[src/rtl/emu_pkg.sv]
// Shared types and helpers for the stepped emulation transactor.
// Keeps the sequencer state encoding and the host map layout in one place.
package emu_pkg;

  typedef enum logic [1:0] {
    IDLE    = 2'd0,
    RUN     = 2'd1,
    CAPTURE = 2'd2
  } emu_state_t;

  localparam int STATUS_BUSY = 0;
  localparam int STATUS_DONE = 1;

  // The top address of the host window is reserved for STATUS.
  function automatic int status_addr(input int addr_w);
    return (1 << addr_w) - 1;
  endfunction

  // Low bit index of byte lane 'lane' inside a packed byte vector.
  function automatic int lane_lo(input int lane);
    return 8 * lane;
  endfunction

endpackage

[src/rtl/emu_cycle_sequencer.sv]
// Run-N-cycles sequencer: arbitrates host strobes while idle, gates the DUT
// through dut_ce for exactly N edges, then requests one capture cycle.
module emu_cycle_sequencer
  import emu_pkg::*;
#(
  parameter int CNT_W = 8
) (
  input  logic             clk,
  input  logic             rst,
  input  logic             run_req,
  input  logic             load_req,
  input  logic             get_req,
  input  logic             wr_req,
  input  logic [CNT_W-1:0] cycles,
  output logic             run_acc,
  output logic             load_acc,
  output logic             get_acc,
  output logic             wr_acc,
  output logic             capture_en,
  output logic             busy,
  output logic             done,
  output logic             dut_ce
);

  localparam logic [CNT_W-1:0] CNT_ONE = CNT_W'(1);

  emu_state_t       state;
  emu_state_t       state_next;
  logic [CNT_W-1:0] count;
  logic             idle;

  assign idle = (state == IDLE);

  // busy and dut_ce are registered from the next state so they line up
  // with the state they describe rather than trailing it by a cycle.
  always_ff @(posedge clk or posedge rst) begin
    if (rst) begin
      state  <= IDLE;
      count  <= '0;
      busy   <= 1'b0;
      done   <= 1'b0;
      dut_ce <= 1'b0;
    end else begin
      state  <= state_next;
      busy   <= (state_next != IDLE);
      dut_ce <= (state_next == RUN);
      if (run_acc) begin
        count <= cycles;
      end else if (state == RUN) begin
        count <= count - CNT_ONE;
      end
      if (run_acc) begin
        done <= 1'b0;
      end else if (capture_en) begin
        done <= 1'b1;
      end
    end
  end

  always_comb begin
    state_next = state;
    case (state)
      IDLE: begin
        if (run_req) begin
          state_next = (cycles == '0) ? CAPTURE : RUN;
        end
      end
      RUN: begin
        if (count == CNT_ONE) begin
          state_next = CAPTURE;
        end
      end
      CAPTURE: state_next = IDLE;
      default: state_next = IDLE;
    endcase
  end

  // Fixed priority run > load > get > wr; losers in the same cycle are dropped.
  always_comb begin
    run_acc    = idle && run_req;
    load_acc   = idle && !run_req && load_req;
    get_acc    = idle && !run_req && !load_req && get_req;
    wr_acc     = idle && !run_req && !load_req && !get_req && wr_req;
    capture_en = (state == CAPTURE);
  end

endmodule

[src/rtl/emu_stepped_transactor.sv]
// Host-side emulation transactor: byte-addressed stimulus and capture banks,
// a registered read port with STATUS, and a run-N-cycles DUT sequencer.
module emu_stepped_transactor
  import emu_pkg::*;
#(
  parameter int STIM_BYTES = 2,
  parameter int OUT_BYTES  = 2,
  parameter int ADDR_W     = 3,
  parameter int CNT_W      = 8,
  parameter int AUTO_LOAD  = 1
) (
  input  logic                    clk_emu,
  input  logic                    rst_emu,
  input  logic [7:0]              Din_emu,
  input  logic [ADDR_W-1:0]       Addr_emu,
  input  logic                    wr_emu,
  input  logic                    load_emu,
  input  logic                    get_emu,
  input  logic                    run_emu,
  input  logic [CNT_W-1:0]        cycles_emu,
  output logic [7:0]              Dout_emu,
  output logic                    busy_emu,
  output logic                    done_emu,
  output logic [8*STIM_BYTES-1:0] stim_vec,
  output logic                    dut_ce,
  input  logic [8*OUT_BYTES-1:0]  out_vec
);

  localparam logic [ADDR_W-1:0] STATUS_ADDR = ADDR_W'(status_addr(ADDR_W));

  if (STIM_BYTES < 1 || STIM_BYTES >= (1 << ADDR_W) ||
      OUT_BYTES < 1 || OUT_BYTES >= (1 << ADDR_W)) begin : g_bad_map
    $error("emu_stepped_transactor: bank sizes must be 1..2^ADDR_W-1");
  end

  logic                    run_acc;
  logic                    load_acc;
  logic                    get_acc;
  logic                    wr_acc;
  logic                    capture_en;
  logic [8*STIM_BYTES-1:0] stim_bank;
  logic [8*OUT_BYTES-1:0]  cap_bank;
  logic [7:0]              rd_data;
  logic                    stim_load;

  emu_cycle_sequencer #(
    .CNT_W(CNT_W)
  ) u_seq (
    .clk       (clk_emu),
    .rst       (rst_emu),
    .run_req   (run_emu),
    .load_req  (load_emu),
    .get_req   (get_emu),
    .wr_req    (wr_emu),
    .cycles    (cycles_emu),
    .run_acc   (run_acc),
    .load_acc  (load_acc),
    .get_acc   (get_acc),
    .wr_acc    (wr_acc),
    .capture_en(capture_en),
    .busy      (busy_emu),
    .done      (done_emu),
    .dut_ce    (dut_ce)
  );

  assign stim_load = load_acc || ((AUTO_LOAD != 0) && run_acc);

  // Addresses at or beyond STIM_BYTES simply match no lane.
  always_ff @(posedge clk_emu or posedge rst_emu) begin
    if (rst_emu) begin
      stim_bank <= '0;
    end else if (wr_acc) begin
      for (int i = 0; i < STIM_BYTES; i++) begin
        if (Addr_emu == ADDR_W'(i)) begin
          stim_bank[lane_lo(i) +: 8] <= Din_emu;
        end
      end
    end
  end

  always_ff @(posedge clk_emu or posedge rst_emu) begin
    if (rst_emu) begin
      stim_vec <= '0;
    end else if (stim_load) begin
      stim_vec <= stim_bank;
    end
  end

  always_ff @(posedge clk_emu or posedge rst_emu) begin
    if (rst_emu) begin
      cap_bank <= '0;
    end else if (get_acc || capture_en) begin
      cap_bank <= out_vec;
    end
  end

  always_comb begin
    rd_data = '0;
    for (int i = 0; i < OUT_BYTES; i++) begin
      if (Addr_emu == ADDR_W'(i)) begin
        rd_data = cap_bank[lane_lo(i) +: 8];
      end
    end
    if (Addr_emu == STATUS_ADDR) begin
      rd_data              = '0;
      rd_data[STATUS_BUSY] = busy_emu;
      rd_data[STATUS_DONE] = done_emu;
    end
  end

  always_ff @(posedge clk_emu or posedge rst_emu) begin
    if (rst_emu) begin
      Dout_emu <= '0;
    end else begin
      Dout_emu <= rd_data;
    end
  end

endmodule

[config.mk]
export PLATFORM = sky130hd
export DESIGN_NAME = emu_stepped_transactor
export DESIGN_NICKNAME = d
export VERILOG_FILES = /design/src/rtl/emu_pkg.sv /design/src/rtl/emu_cycle_sequencer.sv /design/src/rtl/emu_stepped_transactor.sv
export SDC_FILE = /design/constraint.sdc
export NUM_CORES = 1
export LEC_CHECK = 0
export ABC_AREA = 1
export CAP_MARGIN = 0
export CORE_ASPECT_RATIO = 1.1
export CORE_MARGIN = 3
export CORE_UTILIZATION = 54
export DETAILED_ROUTE_END_ITERATION = 12
export PLACE_DENSITY_LB_ADDON = 0.1
export SLEW_MARGIN = 25
export SYNTH_ARGS = -nofsm -noshare
export SYNTH_HDL_FRONTEND = slang
export SYNTH_SLANG_ARGS = --single-unit
[constraint.sdc]
create_clock -name clk_emu -period 7.2 [get_ports clk_emu]
set_input_delay 1.8 -clock clk_emu [delete_from_list [all_inputs] [get_ports clk_emu]]
set_output_delay 1.8 -clock clk_emu [all_outputs]
set_load 0.05 [all_outputs]
Word level (Yosys, flattened, before mapping)
Index checks and enable logic that the tools add are counted.
W data, S select, Z words.
{"block": "word_totals", "ram_bits": 0, "mem_bits_ro": 0, "n_memories": 0, "wordCells": 48, "out_inout_bits": 27, "latch_bits": 0, "ff_bits": 69, "in_bits": 41}
{"block": "op_classes", "n_addsub": 1, "n_bitwise": 0, "n_shift": 0, "order_cmp": 0, "n_mul": 0, "mux": 11, "n_eq_ne": 6, "n_reduce_logical": 20, "div": 0}
{"op": "$mux W8", "n": 5}
{"op": "$eq A8 B1 Y1 const B", "n": 1}
{"op": "$logic_not A8 Y1", "n": 1}
{"op": "$sub A8 B1 Y8 const B", "n": 1}
{"op": "$logic_and A1 B1 Y1", "n": 7}
{"op": "$mux W2", "n": 3}
{"op": "$reduce_bool A2 Y1", "n": 3}
{"op": "$eq A2 B1 Y1 const B", "n": 2}
{"op": "$pmux W2 S2", "n": 1}
{"op": "$reduce_and A2 Y1", "n": 2}
{"op": "$eq A3 B1 Y1 const B", "n": 1}
{"op": "$eq A3 B3 Y1 const B", "n": 1}
{"op": "$logic_not A1 Y1", "n": 3}
{"op": "$logic_not A3 Y1", "n": 1}
{"op": "$eq A2 B2 Y1 const B", "n": 1}
{"op": "$logic_not A2 Y1", "n": 1}
{"op": "$logic_or A1 B1 Y1", "n": 2}
{"op": "$mux W1", "n": 2}

Longest topological paths before layout
{"block": "logic_depth", "word_depth": 6, "depth_mapped": 7, "mapped_depth_nobuf": 7}

Hierarchy
From an unflattened synthesis, not the netlist that was laid out.
{"block": "unflattened", "hier_cells": 367, "hier_area_um2": 3078.0}
{"mod": "emu_stepped_transactor", "cells_per_inst": 249, "instances": 1, "seq_area_each_um2": 1401.3, "area_per_inst_um2": 2244.7}
{"mod": "emu_cycle_sequencer", "cells_per_inst": 118, "instances": 1, "seq_area_each_um2": 325.3, "area_per_inst_um2": 833.3}

Worst setup path before layout
OpenSTA, ideal clock, no wires.
{"block": "synth_timing", "path_type": "input port to flip-flop", "startpoint": "input port Addr_emu[1]", "endpoint": "register stim_bank[15]", "required_time_ns": 7.135, "n_path_buf": 1, "slack_ns": 4.688, "setup_time_ns": 0.065, "cell_stages": 4, "arrival_time_ns": 2.447, "path_cell_list": "nor3_4 > buf_2 > nand3_1 > nand2_1"}
{"block": "synth_between", "elab_chain_cells": 2}
{"element": "start: declaration", "line_no": "emu_stepped_transactor.sv:15", "source": "input logic [ADDR_W-1:0] Addr_emu,"}
{"element": "$eq A3 B1 Y1", "line_no": "emu_stepped_transactor.sv:74", "source": "if (Addr_emu == ADDR_W'(i)) begin"}
{"element": "$reduce_and A2 Y1 (no line)"}
{"element": "end signal: indexed assignment", "line_no": "emu_stepped_transactor.sv:75", "source": "stim_bank[lane_lo(i) +: 8] <= Din_emu;"}
{"element": "end: declaration", "line_no": "emu_stepped_transactor.sv:41", "source": "logic [8*STIM_BYTES-1:0] stim_bank;"}
Every way passes these cells.
A chain may end at the register's enable or synchronous reset.

Worst setup path after layout
{"block": "layout_timing", "startpoint": "register u_seq.done", "endpoint": "output port done_emu"}
{"element": "start: declaration", "line_no": "emu_cycle_sequencer.sv:21", "source": "output logic done,"}
{"element": "start signal: assignment", "line_no": "emu_cycle_sequencer.sv:41", "source": "done <= 1'b0;"}
{"element": "start signal: assignment", "line_no": "emu_cycle_sequencer.sv:53", "source": "done <= 1'b0;"}
{"element": "start signal: assignment", "line_no": "emu_cycle_sequencer.sv:55", "source": "done <= 1'b1;"}
{"element": "end: declaration", "line_no": "emu_stepped_transactor.sv:23", "source": "output logic done_emu,"}
No word-level cell between the ends.

==> key figures <==
Detailed routing
  – Drt first pass iters: 4
  – Via count: 2511
  – Iter 0 DRT Violations: 162
  – Routed length per instance: 13.0 um
  – Final WL: 6570 um
  – Ratio of routed vias to standard cells: 4.95
  – DRC errors left: 0
  – Post-route ant nets: 0

Setup path
  – Crit path max-delay family: buffers and inverters
  – Max FO, Critical Path: 3
  – Cells along the critical path: clkdlybuf4s50_1
  – Bufs and invs on worst path: 1
  – Slowest stage delay, CP: 0.83 ns
  – Required time worst endpoint: 5.40 ns
  – Critical path arrival: 1.56 ns
  – Slowest-stage cell, CP: clkdlybuf4s50_1
  – CP endpoint kind: output pin
  – Crit start category: register
  – Kind of critical path: register to output pin

Pwr
  – Maximum VDD drop: 0.221 mV
  – Total Power: 1.32 mW
  – LEAKAGE: 1.89 nW
  – Power per cell area: 336 nW/um^2

Clock network
  – Max clock buf depth: 2
  – Worst-path clk slew: 0.07 ns
  – Total CTS buffers: 9
  – Clock sink count: 69
  – Postcts setup bufs: 0
  – Clk_lat worst skew: 0.34 ns
  – Htree depth: 3
  – PostCTS Resize Cnt: 0
  – CTS hold repair buffers: 0
  – Clock Root Buffer: clkbuf_8
  – CTS tree: done

GRT
  – Number of antenna violations at the first check in global routing: 0
  – First-pass GRT wire length: 11500 um
  – Pin count of the biggest net entering global routing: 70
  – Vias in the first global route: 2567
  – Total gr overflow: 0
  – GRT Util Overall: 0.223

Final layout
  – Final instance area: 3950 sq um
  – Fillers: 419
  – Layout cells sized above 1: 0.0713
  – Diode count: 0
  – Final nets: 473
  – P&R area growth vs syn: 30.6%
  – Commonest non-fill, non-tap cells in the layout: 140 x nand2_1, 69 x dfrtp_1, 67 x clkdlybuf4s50_1
  – Commonest non-fill, non-tap cell in the layout: nand2_1

Yosys
  – Cells after Synth: 360
  – Synth Net Count: 403
  – Register area share after synthesis: 0.572
  – Ranking of synthesized cells by area: dfrtp_1 57%, nand2_1 17%, nand3_1 6.6%
  – Avg Cell Area, Syn: 8.39 sq um
  – Synth warn: 0
  – Post-synth top area share: 0.572
  – Cell taking the most area after synthesis: dfrtp_1
  – Synthesis-stage register bit count: 69
  – Post-synthesis instance area: 3020 sq um
  – Synth unique cells: 23

Timing
  – Min Clock Period, post-route: 3.36 ns
  – Finish-stage setup viols: 0
  – RSZ-0062 raised after global routing: false
  – Least-Margin Pin Slew: 0.858 ns
  – Count of final max-slew check failures: 0
  – Highest clock rate: 298 MHz
  – Fin crit share: 0.467
  – Skew final: 0.00607 ns
  – Setup tns final: 0 ns
  – Final hold vios: 0
  – Max-slew headroom: 0.428

Placement
  – HPWL after DPL: 4660 um
  – Routability congestion estimate: 0.877
  – IO Port Bufs: 67
  – Post-place instance area: 3750 sq um

Die
  – Chip height: 84.4 um
  – Core Footprint: 5200 sq um
  – Io pins: 68
  – Die width: 77.3 um
  – Initial Util: 0.581
  – Row cnt: 27
  – Die ar.: 6530 sq um

Run
  – Max Cap Viol: 0

Run status
  – Status: finished, final reports clean

Min path
  – Worst min path class: register to register
==> where the power goes <==
part / internal, mW / total [mW] / switching, mW
clock: 0.169 / 0.311 / 0.142
sequential: 0.497 / 0.563 / 0.0662
combinational: 0.162 / 0.450 / 0.288
total: 0.827 / 1.32 / 0.497
==> per-stage QoR <==
| stage | util | cells | hold WS [ns] | setup slack (ns) |
|---|---|---|---|---|
| 6_report | 0.758 | 507 | 0.471 | 3.84 |
| 5_1_grt | 0.758 | 507 | 0.502 | 3.81 |
| 4_1_cts | 0.758 | 507 | 0.475 | 3.83 |
| 3_5_place_dp | 0.721 | 491 | 0.459 | 3.69 |
| 3_3_place_gp | 0.720 | 491 | 0.455 | 3.68 |
| 2_1_floorplan | - | 360 | 0.442 | 3.66 |
==> cell usage after synthesis (all sizes together) <==
library cell	count
a21oi	1
nor2	18
and3	1
nand4	2
buf	7
o21ai	29
nand2	143
nand3	41
clkbuf	2
xor2	1
ha	2
dfrtp	69
nor3	2
o211ai	2
inv	40
==> flip-flops by register name, summed over array words and instances, names as in the netlist <==
name,count
u_seq.done,1
Dout_emu,8
cap_bank,16
u_seq.count,8
u_seq.state,2
stim_bank,16
stim_vec,16
u_seq.dut_ce,1
u_seq.busy,1
==> metal layers <==
layer	up-vias	routed length [um]	track usage	share of wire
li1	1266	-	-	-
met1	1163	2830	0.265	0.43
met2	69	3320	0.389	0.51
met3	13	282	0.0408	0.043
met4	0	142	0.108	0.022
met5	-	0	0	0
==> final timing paths <==
path | from | to | slack (ns) | cells after the start
min reg2reg | stim_bank[6] | stim_bank[6] | 0.47 | 2
max | u_seq.done | done_emu | 3.84 | 1
max in group asynchronous | rst_emu | stim_vec[3] | 4.61 | 3
min in group asynchronous | rst_emu | stim_bank[14] | 2.02 | 3
max reg2reg | u_seq.state[0] | cap_bank[3] | 5.51 | 4
min | stim_bank[6] | stim_bank[6] | 0.47 | 2
==> cell families after synthesis <==
family	count (synthesis)	synth area share
AO/OA/AOI/OAI	32	0.0547
flip-flops	69	0.572
XOR/XNOR	1	0.00290
buffers and inverters	49	0.0654
adder cells (fa/ha/maj)	2	0.00828
AND/OR/NAND/NOR	207	0.297
==> final cells by class <==
type | count | area (sq um) | share of cell area
clock buffers | 12 | 145 | 0.0368
clock inverters | 4 | 47.5 | 0.0121
flip-flops and latches | 69 | 1730 | 0.438
well taps | 72 | 90.1 | 0.0228
multi-input cells | 242 | 1110 | 0.281
repair buffers | 68 | 678 | 0.172
inverters | 40 | 150 | 0.0381
(Power assumes the default switching activity.)
